[src/rtl/appr_err_stats.sv]
// Error-statistics collector for an approximate adder.
// Each accepted sample's error against the exact sum goes through a two-stage
// pipeline: stage 1 registers the error and its magnitude, stage 2 folds them
// into the running statistics. A run is bounded by a sample target that is
// latched when the run starts.
module appr_err_stats #(
  parameter int unsigned W     = 32,
  parameter int unsigned CNT_W = 32
) (
  input  logic             clk,
  input  logic             rst_n,
  input  logic             start,
  input  logic [CNT_W-1:0] n_target,
  input  logic             in_valid,
  output logic             in_ready,
  input  logic [W-1:0]     a,
  input  logic [W-1:0]     b,
  input  logic [W-1:0]     appr_s,
  input  logic             appr_cout,
  output logic             busy,
  output logic             done,
  output logic [CNT_W-1:0] sample_cnt,
  output logic [CNT_W-1:0] nz_cnt,
  output logic [63:0]      err_sum,
  output logic [95:0]      err_sq_sum,
  output logic [W:0]       max_abs_err
);

  // Signed error width: the exact sum needs W+1 bits, plus one sign bit.
  localparam int unsigned EW  = W + 2;
  // Width of |e|*|e|, with |e| held in W+1 bits.
  localparam int unsigned SqW = 2 * (W + 1);

  typedef enum logic [1:0] {
    StIdle,
    StRun,
    StDrain,
    StDone
  } state_e;

  state_e state_q, state_d;

  logic [CNT_W-1:0] target_q;
  logic [CNT_W-1:0] acc_cnt_q;

  logic             s1_valid_q;
  logic [EW-1:0]    s1_err_q;
  logic [W:0]       s1_abs_q;

  logic [CNT_W-1:0] sample_cnt_q;
  logic [CNT_W-1:0] nz_cnt_q;
  logic [63:0]      err_sum_q;
  logic [95:0]      err_sq_sum_q;
  logic [W:0]       max_abs_q;

  logic             accept;
  logic             last_accept;
  logic             start_accept;

  logic [EW-1:0]    appr_ext;
  logic [EW-1:0]    exact_ext;
  logic [EW-1:0]    err_raw;
  logic [W:0]       err_abs;
  logic [SqW-1:0]   err_sq;
  logic [63:0]      err_sext;

  // Handshake and run-control decode.
  always_comb begin
    accept       = in_valid && in_ready;
    last_accept  = accept && ((acc_cnt_q + CNT_W'(1)) == target_q);
    start_accept = start && ((state_q == StIdle) || (state_q == StDone));
  end

  // Stage-1 combinational error: both operands zero-extended to EW bits, then subtracted.
  always_comb begin
    appr_ext  = {1'b0, appr_cout, appr_s};
    exact_ext = {2'b00, a} + {2'b00, b};
    err_raw   = appr_ext - exact_ext;
    // Magnitude never exceeds 2^(W+1)-1, so W+1 bits are enough.
    err_abs   = err_raw[EW-1] ? (W+1)'(EW'(0) - err_raw) : err_raw[W:0];
  end

  // Stage-2 combinational terms derived from the stage-1 registers.
  always_comb begin
    err_sq   = SqW'(s1_abs_q) * SqW'(s1_abs_q);
    err_sext = {{(64 - EW){s1_err_q[EW-1]}}, s1_err_q};
  end

  // FSM state register.
  always_ff @(posedge clk) begin
    if (!rst_n) begin
      state_q <= StIdle;
    end else begin
      state_q <= state_d;
    end
  end

  // FSM next-state logic.
  always_comb begin
    state_d = state_q;
    unique case (state_q)
      StIdle, StDone: begin
        if (start) begin
          state_d = (n_target == '0) ? StDone : StRun;
        end
      end
      StRun: begin
        if (last_accept) begin
          state_d = StDrain;
        end
      end
      StDrain: begin
        // Stage 2 consumes the final sample on the edge that empties stage 1.
        if (!s1_valid_q) begin
          state_d = StDone;
        end
      end
      default: state_d = StIdle;
    endcase
  end

  // FSM outputs.
  always_comb begin
    in_ready = (state_q == StRun) && (acc_cnt_q < target_q);
    busy     = (state_q == StRun) || (state_q == StDrain);
    done     = (state_q == StDone);
  end

  // Run bookkeeping: latched target and count of accepted samples.
  always_ff @(posedge clk) begin
    if (!rst_n) begin
      target_q  <= '0;
      acc_cnt_q <= '0;
    end else if (start_accept) begin
      target_q  <= n_target;
      acc_cnt_q <= '0;
    end else if (accept) begin
      acc_cnt_q <= acc_cnt_q + CNT_W'(1);
    end
  end

  // Stage-1 pipeline register: error and magnitude of the accepted sample.
  always_ff @(posedge clk) begin
    if (!rst_n) begin
      s1_valid_q <= 1'b0;
      s1_err_q   <= '0;
      s1_abs_q   <= '0;
    end else begin
      s1_valid_q <= accept;
      if (accept) begin
        s1_err_q <= err_raw;
        s1_abs_q <= err_abs;
      end
    end
  end

  // Stage-2 accumulators; all wrap modulo their width.
  always_ff @(posedge clk) begin
    if (!rst_n) begin
      sample_cnt_q <= '0;
      nz_cnt_q     <= '0;
      err_sum_q    <= '0;
      err_sq_sum_q <= '0;
      max_abs_q    <= '0;
    end else if (start_accept) begin
      sample_cnt_q <= '0;
      nz_cnt_q     <= '0;
      err_sum_q    <= '0;
      err_sq_sum_q <= '0;
      max_abs_q    <= '0;
    end else if (s1_valid_q) begin
      sample_cnt_q <= sample_cnt_q + CNT_W'(1);
      if (s1_err_q != '0) begin
        nz_cnt_q <= nz_cnt_q + CNT_W'(1);
      end
      err_sum_q    <= err_sum_q + err_sext;
      err_sq_sum_q <= err_sq_sum_q + {{(96 - SqW){1'b0}}, err_sq};
      if (s1_abs_q > max_abs_q) begin
        max_abs_q <= s1_abs_q;
      end
    end
  end

  assign sample_cnt  = sample_cnt_q;
  assign nz_cnt      = nz_cnt_q;
  assign err_sum     = err_sum_q;
  assign err_sq_sum  = err_sq_sum_q;
  assign max_abs_err = max_abs_q;

endmodule

[config.mk]
export PLATFORM = sky130hd
export DESIGN_NAME = appr_err_stats
export DESIGN_NICKNAME = d
export VERILOG_FILES = /design/src/rtl/appr_err_stats.sv
export SDC_FILE = /design/constraint.sdc
export NUM_CORES = 2
export LEC_CHECK = 0
export CAP_MARGIN = 10
export CORE_ASPECT_RATIO = 1.5
export CORE_MARGIN = 3
export CORE_UTILIZATION = 50
export CTS_CLUSTER_DIAMETER = 80
export DETAILED_ROUTE_END_ITERATION = 6
export HOLD_SLACK_MARGIN = 0.06
export PLACE_DENSITY_LB_ADDON = 0.2
export SLEW_MARGIN = 15
export SYNTH_ARGS = -nofsm -noshare
export SYNTH_HDL_FRONTEND = slang
export SYNTH_SLANG_ARGS = --single-unit
export TNS_END_PERCENT = 50
[constraint.sdc]
create_clock -name clk -period 10.8 [get_ports clk]
set_input_delay 1.08 -clock clk [delete_from_list [all_inputs] [get_ports clk]]
set_output_delay 1.08 -clock clk [all_outputs]
set_load 0.02 [all_outputs]
; ---- Yosys cells after proc, flatten, opt, wreduce, memory -nomap -nowiden
; Index checks and enable logic that the tools add are counted.
[word_totals]
inputBits = 133
word_cells = 50
out_inout_bits = 260
reg_bits = 391
[classes]
n_lt_le_gt_ge = 2
n_reduce_logical = 14
n_eq_ne = 7
bitwise_logic = 1
n_mux = 6
n_mul = 1
add_sub_neg = 8
[ops]
columns = cell, count
row1 = adder 32 x 1 -> 32 bit (second input constant), 3
row2 = adder 96 x 66 -> 96 bit, 1
row3 = multiplier 33 x 33 -> 66 bit, 1
row4 = adder 64 bit, 1
row5 = nonzero test 34 bit, 1
row6 = subtractor 33 x 33 -> 34 bit, 1
row7 = adder 32 x 32 -> 33 bit, 1
row8 = > comparator 33 bit, 1
row9 = 2-to-1 mux 33 bit, 1
row10 = subtractor 1 x 33 -> 33 bit (first input constant), 1
row11 = == test 32 bit, 1
row12 = logical NOT 32 bit, 1
row13 = < comparator 32 bit, 1
row14 = 2-to-1 mux 2 bit, 4
row15 = != test 2 bit (second input constant), 3
row16 = case mux 2 bit (3 select lines), 1
row17 = == test 2 bit (second input constant), 2
row18 = logical AND 1 bit, 4
row19 = AND reduction 2 bit, 2
row20 = OR reduction 2 bit, 2
row21 = AND reduction 3 bit, 1
row22 = == test 2 x 1 -> 1 bit (second input constant), 1
row23 = logical NOT 2 bit, 1
row24 = logical OR 1 bit, 2
row25 = inverter 1 bit, 1

; ---- Depth between registers and ports, before layout
[depth]
ltp_word = 6
mapped_depth = 35
depth_no_buf = 30

; ---- Worst setup path before layout
; No wires, ideal clock.
[synth_timing]
kind = register to register
start = reg s1_abs_q[5]
end = reg err_sq_sum_q[93] (netlist: err_sq_sum[93])
required_time_ps = 10672
stages_incl_launch_ff = 32
arrival_time_ps = 7959
n_path_buf = 3
setup_time_ps = 128
period_less_slack_ps = 8087
slack_ps = 2713
cell_sequence = dfxtp_1 > clkbuf_1 > clkbuf_1 > nand2_1 > fa_1 > fa_1 > inv_1 > fa_1 > inv_1 > fa_1 > inv_1 > fa_1 > inv_1 > fa_1 > inv_1 > fa_1 > inv_1 > fa_1 > inv_1 > ha_1 > nand2_1 > o21ai_0 > a22oi_1 > a2111oi_4 > o2111ai_1 > a311oi_1 > a211oi_1 > o31a_1 > buf_6 > nor4b_2 > xnor2_1 > nor2_1
[synth_between]
elab_chain_cells = 2
[synth_rtl]
columns = item, line
row1 = start: declaration, 48  ; logic [W:0] s1_abs_q;
row2 = start signal: assignment, 152  ; s1_abs_q <= err_abs;
row3 = multiplier 33 x 33 -> 66 bit, 85  ; err_sq = SqW'(s1_abs_q) * SqW'(s1_abs_q);
row4 = adder 96 x 66 -> 96 bit, 177  ; err_sq_sum_q <= err_sq_sum_q + {{(96 - SqW){1'b0}}, err_sq};
row5 = end signal: assignment, 177
row6 = end: declaration, 53  ; logic [95:0] err_sq_sum_q;
; Every way passes these cells.
; A chain may end at the register's enable or synchronous reset.

==> qor.txt <==
Mapped Nets = 8150
Initial DRC Count = 2604
Root Buffer = clkbuf_16
fin util = 0.566
most frequent cells in the layout = 1441 x inv_1, 958 x fa_1, 614 x nand2_1
core area = 113000 sq um
H-tree Lvls = 2
Nets = 8380
most used cell, CP = fa_1
clock sinks = 390
Max Freq = 98.3 MHz
Post-CTS Hold Fix Bufs = 0
Inserted Clock Buffers = 47
Crit Path Max Fanout = 19
DP Cell Count = 8254
Post-Route WL = 173 mm
Final HPWL DP = 142 mm
Async S/R FF share, synth = 0
Hold Slack = 0.470 ns
setup TNS = 0 ns
status = finished, final reports clean
Max Slew Vio Count = 0
Crit-path slowest cell = dfxtp_1
grt total ovfl = 0
most common cell after layout, fill and taps aside = inv_1
Max Buffers Root-to-Sink = 3
startpoint types = register
largest net degree at the start of global routing = 158
worst-margin pin slew = 1.12 ns
unrepaired setup endpoints after global routing = false
Static Leak = 0.0315 uW
worst skew pair latency = 0.65 ns
# IOs = 393
crit end category = register
Final period util = 0.942
first-pass GRT wire length = 271 mm
port bufs = 392
max-cap viol count = 0
Avg Inst Size Synth = 8.63 sq um
skew final = 0.0342 ns
number of synthesized flops with an enable pin = 0
sequential fraction of the synthesis area = 0.137
CP Data Arrival Time = 10.65 ns
via/cell ratio = 5.51
# DRC = 0
post-synth cell types = 97
die width = 282 um
Antenna Nets Post-Route = 0
Final Hold Fails = 0
peak supply drop = 127 uV
P per Cell Area = 154 nW/um^2
CP Data Required Time = 11.28 ns
DIE AREA = 118000 sq um
CTS tree = done
non-filler cells, final = 8340
share of cells above drive strength 1 = 0.0309
Syn Inst Count = 6620
total iterations of the first detailed-routing run = 7
vias in the first global route = 49.1k
Worst-path clk slew = 0.06 ns
Total GRT Usage = 0.299
Slew headroom = 0.251
initial antenna violation count = 2
Fillers = 10.4k
synthesized area = 57100 sq um
Slowest Stage Delay on Critical Path = 0.87 ns
Initial Util = 0.505
final setup violation count = 0
Hold WC Path Type = reg -> reg
postcts setup bufs = 0
synthesis-stage register bit count = 390
P&R area growth vs syn = 12.1%
post-DR wirelength/cell = 20.8 um
GP Congestion = 0.956
Top FF cell, synth = dfxtp_1
Synth Warn # = 0
Die Height = 420 um
Rows = 151
Crit Path Category = reg -> reg
post-cts sizing count = 0
via count = 45.9k
Period minus WS final = 10.17 ns
==> metrics by stage <==
stage / total power [uW] / instance area, sq um / setup WS (ns)
6_report: 9860 / 64000 / 0.627
5_1_grt: 10700 / 64000 / 0.206
4_1_cts: 9910 / 64000 / 0.671
3_5_place_dp: 8110 / 62300 / 0.762
3_3_place_gp: 7990 / 62300 / 0.918
2_1_floorplan: 6130 / 57100 / 2.71
==> Yosys cell counts (6+ instances only) <==
| library cell | instances | share of area |
|---|---|---|
| a211oi_1 | 67 | 0.0088 |
| nand4_1 | 59 | 0.0065 |
| and2_1 | 240 | 0.026 |
| a22oi_1 | 6 | 0.00079 |
| nand3_1 | 119 | 0.010 |
| a21o_1 | 120 | 0.016 |
| nand2_1 | 616 | 0.040 |
| nor3_2 | 6 | 0.0011 |
| nand2b_1 | 15 | 0.0016 |
| a311oi_1 | 8 | 0.0012 |
| o21bai_1 | 30 | 0.0039 |
| nor3b_1 | 6 | 0.00079 |
| inv_1 | 1442 | 0.095 |
| o21ai_0 | 165 | 0.014 |
| o31a_1 | 7 | 0.0011 |
| and3_1 | 60 | 0.0066 |
| o211ai_1 | 16 | 0.0021 |
| nor4_1 | 35 | 0.0038 |
| and4_1 | 12 | 0.0018 |
| or4_1 | 8 | 0.0011 |
| or3_1 | 30 | 0.0033 |
| a21boi_0 | 15 | 0.0020 |
| dfxtp_1 | 390 | 0.14 |
| o2111ai_1 | 6 | 0.00092 |
| or2_2 | 9 | 0.00099 |
| nor2b_1 | 27 | 0.0030 |
| nor3_1 | 49 | 0.0043 |
| fa_1 | 958 | 0.34 |
| o21a_1 | 32 | 0.0042 |
| nor2_1 | 424 | 0.028 |
| ha_1 | 439 | 0.096 |
| clkbuf_1 | 255 | 0.017 |
| xnor2_1 | 180 | 0.028 |
| a31oi_1 | 39 | 0.0043 |
| o31ai_1 | 51 | 0.0067 |
| buf_2 | 9 | 0.00079 |
| buf_1 | 14 | 0.00092 |
| xor2_1 | 141 | 0.022 |
| o22ai_1 | 12 | 0.0013 |
| a21oi_1 | 310 | 0.027 |
| mux2i_1 | 80 | 0.014 |
==> flip-flops by register name (all words and copies together) (netlist names) <==
register,cells
err_sum,64
acc_cnt_q,32
target_q,32
state_q,2
max_abs_err,33
sample_cnt,32
s1_valid_q,1
s1_abs_q,32
nz_cnt,32
s1_err_q,34
err_sq_sum,96
==> worst paths after layout <==
check	slack (ns)	start	cells past startpoint	to
max	0.63	s1_err_q[0]	28	err_sq_sum[93]
min	0.47	target_q[0]	2	target_q[0]
max reg2reg	0.63	s1_err_q[0]	28	err_sq_sum[93]
min reg2reg	0.47	target_q[0]	2	target_q[0]
==> worst max-delay path: cells and delay by family, from the launching register on <==
kind                       cells  cell delay [ns]
and+or+nand+nor                3             0.42
xor gates and xnor gates       1             0.17
adders and majority gates      9             4.06
AOI/OAI and AO/OA              8             3.73
DFF                            1             0.87
buffers and inverters          7             0.73
==> final cells by class <==
type | instances | area, sq um | area share
Multi-Input combinational cell | 4504 | 42800 | 0.669
Clock inverter | 34 | 449 | 0.00702
Tap cell | 1453 | 1820 | 0.0284
Antenna cell | 1 | 2.50 | 0.0000391
Timing Repair Buffer | 462 | 4460 | 0.0697
Inverter | 1445 | 5430 | 0.0848
Sequential cell | 390 | 7810 | 0.122
Clock buffer | 51 | 1230 | 0.0192
==> power by group <==
group / leakage (uW) / internal [uW] / total [uW] / switching (uW)
combinational: 0.0276 / 2330 / 6280 / 3960
clock: 0.000809 / 1010 / 1760 / 752
sequential: 0.00316 / 1560 / 1820 / 260
total: 0.0315 / 4890 / 9860 / 4970
==> routing by layer <==
layer  global-route usage  vias up  wire length [um]
li1                     -    21200                 -
met1                0.324    22600             62500
met2                0.530     1538             86500
met5                    0        -                 0
met4                0.202        0             14100
met3               0.0524      529             10200
==> logic make-up (layout without fill, tap and decap cells) <==
| group | Yosys count | in the layout | synth area share |
|---|---|---|---|
| multiplexers | 82 | 82 | 0.0144 |
| adder cells (fa/ha/maj) | 1397 | 1397 | 0.432 |
| flip-flops | 390 | 390 | 0.137 |
| buffers and inverters | 1726 | 1992 | 0.114 |
| AND/OR/NAND/NOR | 1736 | 1736 | 0.144 |
| AO/OA/AOI/OAI | 967 | 967 | 0.109 |
| XOR/XNOR | 322 | 322 | 0.0495 |
| other | 0 | 1 | 0 |
(Power assumes the default switching activity.)
